`src/rtl/muldiv_sequencer_if.sv`:
```
// Request/response bundle between the execute stage and muldiv_sequencer.
// The pipeline side is the master; the sequencer is the slave.
interface muldiv_sequencer_if #(
    parameter int XLEN = 32
);
    logic            valid_i;
    logic            ready_o;
    logic [2:0]      funct3_i;
    logic [XLEN-1:0] rs1_i;
    logic [XLEN-1:0] rs2_i;
    logic            kill_i;
    logic            busy_o;
    logic            done_o;
    logic [XLEN-1:0] result_o;
    logic            illegal_o;

    modport master (
        output valid_i, funct3_i, rs1_i, rs2_i, kill_i,
        input  ready_o, busy_o, done_o, result_o, illegal_o
    );

    modport slave (
        input  valid_i, funct3_i, rs1_i, rs2_i, kill_i,
        output ready_o, busy_o, done_o, result_o, illegal_o
    );
endinterface

```
`src/rtl/muldiv_sequencer.sv`:
```
// Multi-cycle RV32M sequencer: 32-step shift-add multiply / restoring divide on magnitudes.
// Define MULDIV_DIV_EN to build the divide datapath; otherwise divide ops finish as illegal.
module muldiv_sequencer #(
    parameter int XLEN = 32
) (
    input logic               clk,
    input logic               rst_n,
    muldiv_sequencer_if.slave bus
);

    localparam int W2 = 2 * XLEN;

    typedef enum logic [1:0] {S_IDLE, S_CALC, S_FIX, S_DONE} state_t;

    function automatic logic [XLEN-1:0] f_neg(input logic [XLEN-1:0] x);
        return -x;
    endfunction

    function automatic logic [W2-1:0] f_neg2(input logic [W2-1:0] x);
        return -x;
    endfunction

    state_t          r_state;
    logic [5:0]      r_cnt;
    logic [2:0]      r_f3;
    logic            r_neg_q;
    logic            r_pend;
    logic            r_done;
    logic            r_illegal;
    logic [XLEN-1:0] r_result;
    logic [W2-1:0]   r_acc;
    logic [XLEN-1:0] r_opb;

    logic            w_accept, w_is_div, w_sgn_a, w_sgn_b, w_neg_a, w_neg_b, w_special;
    logic [XLEN-1:0] w_mag_a, w_mag_b, w_spec_val, w_result_fix;
    logic [XLEN:0]   w_mul_sum;
    logic [W2-1:0]   w_mul_next, w_prod, w_step_next;

    assign w_accept = bus.valid_i && (r_state == S_IDLE);
    assign w_is_div = bus.funct3_i[2];
    // MULHSU treats only rs1 as signed; the U-variants treat both as unsigned.
    assign w_sgn_a  = w_is_div ? ~bus.funct3_i[0] : (bus.funct3_i[1:0] != 2'b11);
    assign w_sgn_b  = w_is_div ? ~bus.funct3_i[0] : ~bus.funct3_i[1];
    assign w_neg_a  = w_sgn_a & bus.rs1_i[XLEN-1];
    assign w_neg_b  = w_sgn_b & bus.rs2_i[XLEN-1];
    assign w_mag_a  = w_neg_a ? f_neg(bus.rs1_i) : bus.rs1_i;
    assign w_mag_b  = w_neg_b ? f_neg(bus.rs2_i) : bus.rs2_i;

    // Accumulator holds {partial product, remaining multiplier bits}.
    assign w_mul_sum  = {1'b0, r_acc[W2-1:XLEN]} + (r_acc[0] ? {1'b0, r_opb} : '0);
    assign w_mul_next = {w_mul_sum, r_acc[XLEN-1:1]};
    assign w_prod     = r_neg_q ? f_neg2(r_acc) : r_acc;

`ifdef MULDIV_DIV_EN
    logic            r_neg_r;
    logic [XLEN:0]   w_div_sh, w_div_diff;
    logic [W2-1:0]   w_div_next;
    logic            w_div_zero, w_ovf;

    // Upper half is the partial remainder, lower half shifts dividend out and quotient in.
    assign w_div_sh   = {r_acc[W2-1:XLEN], r_acc[XLEN-1]};
    assign w_div_diff = w_div_sh - {1'b0, r_opb};
    assign w_div_next = w_div_diff[XLEN] ? {w_div_sh[XLEN-1:0], r_acc[XLEN-2:0], 1'b0}
                                         : {w_div_diff[XLEN-1:0], r_acc[XLEN-2:0], 1'b1};
    assign w_div_zero = (bus.rs2_i == '0);
    assign w_ovf      = ~bus.funct3_i[0] && (bus.rs1_i == {1'b1, {(XLEN-1){1'b0}}}) && (&bus.rs2_i);
    assign w_special  = w_is_div & (w_div_zero | w_ovf);
    assign w_spec_val = w_div_zero ? (bus.funct3_i[1] ? bus.rs1_i : '1)
                                   : (bus.funct3_i[1] ? '0 : {1'b1, {(XLEN-1){1'b0}}});
    assign w_step_next = r_f3[2] ? w_div_next : w_mul_next;

    always_comb begin
        w_result_fix = w_prod[W2-1:XLEN];
        if (r_f3 == 3'b000)
            w_result_fix = w_prod[XLEN-1:0];
        else if (r_f3[2] && !r_f3[1])
            w_result_fix = r_neg_q ? f_neg(r_acc[XLEN-1:0]) : r_acc[XLEN-1:0];
        else if (r_f3[2])
            w_result_fix = r_neg_r ? f_neg(r_acc[W2-1:XLEN]) : r_acc[W2-1:XLEN];
    end
`else
    assign w_special   = w_is_div;
    assign w_spec_val  = '0;
    assign w_step_next = w_mul_next;

    always_comb begin
        w_result_fix = w_prod[W2-1:XLEN];
        if (r_f3 == 3'b000)
            w_result_fix = w_prod[XLEN-1:0];
    end
`endif

    // Datapath registers carry no reset; the FSM decides when they are meaningful.
    always_ff @(posedge clk) begin
        if (w_accept) begin
            if (w_special) begin
                r_acc <= {{XLEN{1'b0}}, w_spec_val};
            end else if (w_is_div) begin
                r_acc <= {{XLEN{1'b0}}, w_mag_a};
                r_opb <= w_mag_b;
            end else begin
                r_acc <= {{XLEN{1'b0}}, w_mag_b};
                r_opb <= w_mag_a;
            end
        end else if (r_state == S_CALC) begin
            r_acc <= w_step_next;
        end
    end

    always_ff @(posedge clk or negedge rst_n) begin
        if (!rst_n) begin
            r_state   <= S_IDLE;
            r_cnt     <= '0;
            r_f3      <= '0;
            r_neg_q   <= 1'b0;
`ifdef MULDIV_DIV_EN
            r_neg_r   <= 1'b0;
`endif
            r_pend    <= 1'b0;
            r_done    <= 1'b0;
            r_illegal <= 1'b0;
            r_result  <= '0;
        end else begin
            r_done    <= 1'b0;
            r_illegal <= 1'b0;
            case (r_state)
                S_IDLE: begin
                    if (w_accept) begin
                        r_f3    <= bus.funct3_i;
                        r_neg_q <= w_neg_a ^ w_neg_b;
`ifdef MULDIV_DIV_EN
                        r_neg_r <= w_neg_a;
`endif
                        r_cnt   <= '0;
                        // Special cases wait one cycle in DONE so done_o lands at t1.
                        r_pend  <= w_special;
                        r_state <= w_special ? S_DONE : S_CALC;
                    end
                end
                S_CALC: begin
                    if (bus.kill_i) begin
                        r_state <= S_IDLE;
                        r_cnt   <= '0;
                    end else if (r_cnt == 6'd31) begin
                        r_state <= S_FIX;
                        r_cnt   <= '0;
                    end else begin
                        r_cnt <= r_cnt + 6'd1;
                    end
                end
                S_FIX: begin
                    if (bus.kill_i) begin
                        r_state <= S_IDLE;
                    end else begin
                        r_result <= w_result_fix;
                        r_done   <= 1'b1;
                        r_state  <= S_DONE;
                    end
                end
                default: begin
                    if (bus.kill_i) begin
                        r_pend  <= 1'b0;
                        r_state <= S_IDLE;
                    end else if (r_pend) begin
                        r_pend   <= 1'b0;
                        r_result <= r_acc[XLEN-1:0];
                        r_done   <= 1'b1;
`ifndef MULDIV_DIV_EN
                        r_illegal <= 1'b1;
`endif
                    end else begin
                        r_state <= S_IDLE;
                    end
                end
            endcase
        end
    end

    assign bus.ready_o   = (r_state == S_IDLE);
    assign bus.busy_o    = (r_state != S_IDLE);
    assign bus.done_o    = r_done;
    assign bus.illegal_o = r_illegal;
    assign bus.result_o  = r_result;

endmodule

```
`src/flat_wrapper.sv`:
```
// flat-port wrapper written by rule: the top's interface ports become plain ports
module muldiv_sequencer_flat 
#(
    parameter int XLEN = 32
)
  (clk, rst_n, bus_valid_i, bus_funct3_i, bus_rs1_i, bus_rs2_i, bus_kill_i, bus_ready_o, bus_busy_o, bus_done_o, bus_result_o, bus_illegal_o);
  muldiv_sequencer_if #(.XLEN(XLEN)) bus_i ();
  input logic clk;
  input logic rst_n;
  input wire logic [$bits(bus_i.valid_i)-1:0] bus_valid_i;
  input wire logic [$bits(bus_i.funct3_i)-1:0] bus_funct3_i;
  input wire logic [$bits(bus_i.rs1_i)-1:0] bus_rs1_i;
  input wire logic [$bits(bus_i.rs2_i)-1:0] bus_rs2_i;
  input wire logic [$bits(bus_i.kill_i)-1:0] bus_kill_i;
  output wire logic [$bits(bus_i.ready_o)-1:0] bus_ready_o;
  output wire logic [$bits(bus_i.busy_o)-1:0] bus_busy_o;
  output wire logic [$bits(bus_i.done_o)-1:0] bus_done_o;
  output wire logic [$bits(bus_i.result_o)-1:0] bus_result_o;
  output wire logic [$bits(bus_i.illegal_o)-1:0] bus_illegal_o;
  assign bus_i.valid_i = bus_valid_i;
  assign bus_i.funct3_i = bus_funct3_i;
  assign bus_i.rs1_i = bus_rs1_i;
  assign bus_i.rs2_i = bus_rs2_i;
  assign bus_i.kill_i = bus_kill_i;
  assign bus_ready_o = bus_i.ready_o;
  assign bus_busy_o = bus_i.busy_o;
  assign bus_done_o = bus_i.done_o;
  assign bus_result_o = bus_i.result_o;
  assign bus_illegal_o = bus_i.illegal_o;
  muldiv_sequencer #(.XLEN(XLEN)) u_core (.clk(clk), .rst_n(rst_n), .bus(bus_i));
endmodule
```
`config.mk`:
```
export PLATFORM = sky130hd
export DESIGN_NAME = muldiv_sequencer_flat
export DESIGN_NICKNAME = d
export VERILOG_FILES = /design/src/rtl/muldiv_sequencer_if.sv /design/src/rtl/muldiv_sequencer.sv /design/src/flat_wrapper.sv
export SDC_FILE = /design/constraint.sdc
export NUM_CORES = 1
export LEC_CHECK = 0
export CAP_MARGIN = 15
export CORE_MARGIN = 2
export CORE_UTILIZATION = 31
export CTS_BUF_LIST = sky130_fd_sc_hd__clkbuf_4 sky130_fd_sc_hd__clkbuf_8
export CTS_CLUSTER_DIAMETER = 100
export DETAILED_ROUTE_END_ITERATION = 12
export SYNTH_ARGS = -nofsm -noshare
export SYNTH_HDL_FRONTEND = slang
export SYNTH_SLANG_ARGS = --single-unit
export TNS_END_PERCENT = 30
```
`constraint.sdc`:
```
create_clock -name clk -period 3.7 [get_ports clk]
set_clock_uncertainty 0.1 [all_clocks]
set_input_delay 0.74 -clock clk [delete_from_list [all_inputs] [get_ports clk]]
set_output_delay 0.74 -clock clk [all_outputs]
set_load 0.01 [all_outputs]
```
## Word-level counts from Yosys, hierarchy flattened

Index checks and enable logic that the tools add are counted.

| cells by class | value |
|---|---|
| reductions and logical operators | 16 |
| mux-type cells | 33 |
| $add $sub $neg | 5 |
| equal/unequal tests | 7 |
| bitwise operators | 9 |

Operators by type and width:

| cell | number |
|---|---|
| $mux W32 | 8 |
| $mux W64 | 3 |
| $neg A32 Y32 | 2 |
| $neg A64 Y64 | 1 |
| $pmux W32 S2 | 1 |
| $add A32 B33 Y33 | 1 |
| $mux W6 | 3 |
| $mux W2 | 7 |
| $pmux W6 S2 | 1 |
| $reduce_and A2 Y1 | 4 |
| $reduce_bool A2 Y1 | 4 |
| $mux W1 | 7 |
| $add A6 B1 Y6 const B | 1 |
| $eq A6 B5 Y1 const B | 1 |
| $not A1 Y1 | 6 |
| $pmux W2 S3 | 1 |
| $reduce_and A3 Y1 | 2 |
| $ne A5 B5 Y1 const B | 1 |
| $pmux W1 S2 | 2 |
| $reduce_or A2 Y1 | 2 |
| $logic_not A3 Y1 | 1 |
| $ne A3 B3 Y1 const B | 1 |
| $reduce_or A3 Y1 | 1 |
| $and A1 B1 Y1 | 2 |
| other kinds (7) | 7 |

| storage, ports and cells | value |
|---|---|
| register bits after elaboration | 143 |
| output and inout port bits | 36 |
| logic and storage cells | 80 |
| input port bits | 71 |

## Logic depth before layout (Yosys ltp)

Gate-level depths: netlist (run 1).

| depth | value |
|---|---|
| word-level depth | 6 |
| mapped depth | 11 |
| mapped depth without buffers | 10 |

## Worst setup path after synthesis (run 1)

Ideal clock, no wire load.

| timing | value |
|---|---|
| kind | register to register |
| start point | reg u_core.r_acc[0] |
| end point | reg u_core.r_acc[57] (data pin) |
| cell stages (with the launch flop) | 12 |
| clock period less this slack | 3179 ps |
| data required time | 3393 ps |
| data arrival time | 2872 ps |
| setup time | 207 ps |
| path buffers | 1 |
| setup slack | 521 ps |
| cell sequence | edfxtp_1 clkbuf_1 and2_1 ha_1 fa_1 a21oi_1 o211ai_1 a211o_1 a21o_1 a41oi_1 mux2i_1 a2111oi_0 |

| on the way | value |
|---|---|
| longest elaborated chain between the ends | 4 |

RTL lines:

| element | line | RTL |
|---|---|---|
| start: declaration | muldiv_sequencer.sv:31 | `logic [W2-1:0] r_acc;` |
| start signal: assignment | muldiv_sequencer.sv:97 | `r_acc <= {{XLEN{1'b0}}, w_spec_val};` |
| start signal: assignment | muldiv_sequencer.sv:99 | `r_acc <= {{XLEN{1'b0}}, w_mag_a};` |
| start signal: assignment | muldiv_sequencer.sv:102 | `r_acc <= {{XLEN{1'b0}}, w_mag_b};` |
| $mux W32 | muldiv_sequencer.sv:50 | `assign w_mul_sum = {1'b0, r_acc[W2-1:XLEN]} + (r_acc[0] ? {1'b0, r_opb} : '0);` |
| $add A32 B33 Y33 | muldiv_sequencer.sv:50 |  |
| $mux W64 | muldiv_sequencer.sv:105 | `end else if (r_state == S_CALC) begin` |
| $mux W64 | muldiv_sequencer.sv:95 | `if (w_accept) begin` |

Every way passes these cells. The select of a mux whose other input is x is not followed.
A chain may end at the register's enable or synchronous reset.

## Worst setup path after layout (run 1)

Ends and elaborated chain as after synthesis.

==> results of run 1 <==
cell type report:
cell class              count  area, µm²  area share
multi-input cells        1023       6518      0.4978
well taps                 455      569.3     0.04348
clock inverters            14      137.6     0.01051
inverters                  29      108.9    0.008314
repair buffers            158       1459      0.1114
flip-flops and latches    143       4059      0.3100
clock buffers              18      241.5     0.01844
power groups by stage:
stage          Sequential (W)  Combinational [W]  Clock, W
4_1_cts               0.00362            0.00602   0.00128
2_1_floorplan         0.00333            0.00402         0
5_1_grt               0.00371            0.00672   0.00134
6_report              0.00365            0.00609   0.00125
3_5_place_dp          0.00365            0.00599         0
3_3_place_gp          0.00365            0.00593         0
per-layer routing:
| layer | GRT usage | up-vias |
|---|---|---|
| met5 | 0 | - |
| met4 | 0.05799 | 0 |
| met3 | 0.02759 | 45 |
| met2 | 0.3009 | 460 |
| met1 | 0.2723 | 4899 |
| li1 | - | 4950 |
flip-flops by register name, summed over array words and instances, names as in the netlist:
| signal | count |
|---|---|
| u_core.bus.done_o | 1 |
| u_core.bus.illegal_o | 1 |
| u_core.bus.result_o | 32 |
| u_core.r_state | 2 |
| u_core.r_opb | 32 |
| u_core.r_pend | 1 |
| u_core.r_neg_q | 1 |
| u_core.r_f3 | 3 |
| u_core.r_acc | 64 |
| u_core.r_cnt | 6 |
synth_stat cells, types with 5 or more instances:
| master | instances |
|---|---|
| and2_1 | 42 |
| a221oi_1 | 6 |
| nor2b_1 | 11 |
| o22ai_1 | 10 |
| or2_2 | 11 |
| o31ai_1 | 30 |
| mux2i_1 | 14 |
| nor2_1 | 123 |
| o41ai_1 | 9 |
| or4_1 | 16 |
| a21o_1 | 10 |
| a211oi_1 | 12 |
| ha_1 | 41 |
| nor4_1 | 17 |
| dfrtp_1 | 47 |
| or3_1 | 22 |
| a31oi_1 | 13 |
| nand2b_1 | 12 |
| inv_1 | 28 |
| a22o_1 | 29 |
| a2111oi_0 | 5 |
| nand3_1 | 26 |
| nand2_1 | 103 |
| o21a_1 | 6 |
| xnor2_1 | 53 |
| edfxtp_1 | 96 |
| and3_1 | 8 |
| clkbuf_1 | 56 |
| a21oi_1 | 99 |
| xor2_1 | 53 |
| o21ai_0 | 92 |
| nor3_1 | 53 |
| o211ai_1 | 11 |
| nand4_1 | 14 |
| nand3b_1 | 5 |
final timing paths:
path | from | end | slack [ns] | cells past startpoint
hold reg to reg | u_core.r_cnt[5]$_DFFE_PN0P_ | u_core.r_cnt[5]$_DFFE_PN0P_ | 0.38 | 1
max in group asynchronous | rst_n | u_core.r_pend$_DFFE_PN0P_ | 2.45 | 2
min in group clk | u_core.r_cnt[5]$_DFFE_PN0P_ | u_core.r_cnt[5]$_DFFE_PN0P_ | 0.38 | 1
hold / removal | rst_n | u_core.bus.result_o[8]$_DFFE_PN0P_ | 0.29 | 1
setup reg to reg | u_core.r_acc[0]$_DFFE_PP_ | u_core.r_acc[57]$_SDFFCE_PP0P_ | 0.12 | 11
setup / recovery | u_core.r_acc[0]$_DFFE_PP_ | u_core.r_acc[57]$_SDFFCE_PP0P_ | 0.12 | 11
through the flow:
step                      area [µm²]  setup WS (ns)  power, W    util  instances
after floorplan                10920         0.5207  0.007350       -       1259
after global placement         12710        0.04428  0.009582  0.3671       1808
after detailed placement       12710        0.04998  0.009644  0.3671       1808
after CTS                      13090         0.2076   0.01091  0.3781       1840
after global routing           13090        0.02234   0.01177  0.3781       1840
final                          13090         0.1234   0.01099  0.3781       1840
cell families after synthesis:
| family | count (synthesis) | synth area share |
|---|---|---|
| flops | 143 | 0.3718 |
| buf+inv | 93 | 0.03278 |
| mux | 15 | 0.01387 |
| compound gates | 370 | 0.2183 |
| simple gates | 490 | 0.2294 |
| fa+ha+maj | 42 | 0.04883 |
| xor+xnor | 106 | 0.08505 |
critical path, stage by stage, from the launching register on:
cell and delay, ns:
edfxtp_1 0.54, buf_4 0.26, and2_1 0.16, ha_1 0.35, a211oi_1 0.31, o211ai_1 0.22
a211o_1 0.35, a21o_1 0.23, a41oi_1 0.23, buf_4 0.17, mux2i_1 0.08, a2111oi_0 0.34
==> results.py, run 1 <==
metrics = {
    "status": {
        "status": "complete, no violations",
    },
    "yosys": {
        "post-synth-top-area-cell": "edfxtp_1",
        "syn-mean-instance-area_um2": 8.670,
        "yosysUniqueCellTypes": 74,
        "synth-seq-cells": 143,
        "synthArstFlopShare": 0.3287,
        "syn_inst": 1259,
        "synth_top_area_share": 0.2641,
        "synthFlopType": "edfxtp_1",
        "synth_edf_count": 96,
        "synth_area_um2": 10920,
        "ys_top_cells_by_area": "edfxtp_1 (26%), dfrtp_1 (11%), ha_1 (4.7%), a21oi_1 (4.5%), xnor2_1 (4.3%)",
        "syn_nets": 1372,
        "ys_seq_area_frac": 0.3718,
        "yosysWarnings": 0,
    },
    "worst_setup_path": {
        "critPathRequiredTime_ns": 3.83,
        "critPathKind": "flip-flop to flip-flop",
        "critPathCaptureType": "flip-flop",
        "critPathLaunchType": "flip-flop",
        "critPathMaxFanout": 27,
        "critPathArrivalTime_ns": 3.70,
    },
    "power_and_ir_drop": {
        "swShare": 0.4702,
        "combinationalPowerShare": 0.554,
        "power.leakage_nw": 4.753,
        "irDropWorstVdd_v": 0.0003218,
        "power.clock.fraction": 0.114,
        "power_density_nw_per_um2": 839.3,
        "seq_power_share": 0.332,
        "switchingPower_w": 0.005167,
        "cellInternalPower_w": 0.005821,
    },
    "timing": {
        "tightest_slew_ns": 0.8511,
        "hold_slack_ns": 0.2868,
        "post-route-min-period_ns": 3.577,
        "fmax_mhz": 279.6,
        "finalCritPeriodShare": 0.9666,
        "grt_setup_unrepaired": "false",
        "setup-tns-final_ns": 0,
        "slew_headroom": 0.4326,
        "report.final.hold_viol_count": 0,
        "setup_viol": 0,
        "finalMaxSlewViolations": 0,
    },
    "global_route": {
        "track_usage": 0.1917,
        "globalRoute.totalOverflow": 0,
        "antenna_found_initial": 0,
        "grt_pass1_vias": 9635,
        "grt_max_degree": 65,
        "grt_pass1_wl_um": 54590,
    },
    "cells_and_area": {
        "drive_gt1_frac": 0.08159,
        "final_cell_mix": "nor2_1 (122), clkdlybuf4s50_1 (105), nand2_1 (103)",
        "layout.nets": 1485,
        "layout_commonest_cell": "nor2_1",
        "diodes": 0,
        "syn_to_final_growth_pct": 19.95,
        "fillers": 3511,
    },
    "drt": {
        "first_pass_iters": 8,
        "vias": 10350,
        "wl_per_cell_um": 19.01,
        "viasPerCell": 5.627,
        "wl_met2_um": 15820,
        "drt-initial-drc-count": 1147,
        "drt-met1-wl_um": 15720,
        "top_layer_used": "met4",
        "drc": 0,
        "dr_wl_met3_um": 2683,
        "drtAntennaViolNets": 0,
        "wl_um": 34980,
    },
    "floorplanning": {
        "io_pins": 107,
        "die_x_um": 191.6,
        "start_util": 0.3152,
        "core_area_um2": 34630,
        "die_height_um": 191.6,
        "rows": 68,
        "die-area_um2": 36730,
    },
    "placed_design": {
        "portBuffers": 106,
        "routabilityCongestion": 0.9519,
        "place_hpwl_um": 27100,
    },
    "clocking": {
        "cts_hold_buf": 0,
        "clkSinkCount": 143,
        "path_clk_slew_ns": 0.09,
        "cts_tree": "done",
        "root_buffer": "clkbuf_8",
        "cts_buffers": 17,
        "post_cts_buffers": 0,
        "clock_latency_ns": 0.46,
        "cts_resized": 0,
        "cts_max_level": 4,
        "cts.path.max_buffers": 2,
    },
    "job": {
        "drv_cap": 0,
    },
    "min_path": {
        "min_path_type": "primary input to async pin",
    },
}
(Power assumes the default switching activity.)
==> inputs of run 2 (changes only) <==
--- a/config.mk
+++ b/config.mk
@@ -5,7 +5,7 @@
 export SDC_FILE = /design/constraint.sdc
 export NUM_CORES = 1
 export LEC_CHECK = 0
-export CAP_MARGIN = 15
+export CAP_MARGIN = 20
 export CORE_MARGIN = 2
 export CORE_UTILIZATION = 31
 export CTS_BUF_LIST = sky130_fd_sc_hd__clkbuf_4 sky130_fd_sc_hd__clkbuf_8
==> results of run 2 <==
Final layout, timing and power as in run 1 (identical DEF).
==> inputs of run 3 (changes only) <==
--- a/config.mk
+++ b/config.mk
@@ -11,7 +11,7 @@
 export CTS_BUF_LIST = sky130_fd_sc_hd__clkbuf_4 sky130_fd_sc_hd__clkbuf_8
 export CTS_CLUSTER_DIAMETER = 100
 export DETAILED_ROUTE_END_ITERATION = 12
+export SKIP_LAST_GASP = 1
 export SYNTH_ARGS = -nofsm -noshare
 export SYNTH_HDL_FRONTEND = slang
 export SYNTH_SLANG_ARGS = --single-unit
-export TNS_END_PERCENT = 30
==> results of run 3 <==
Final layout, timing and power as in run 1 (identical DEF).
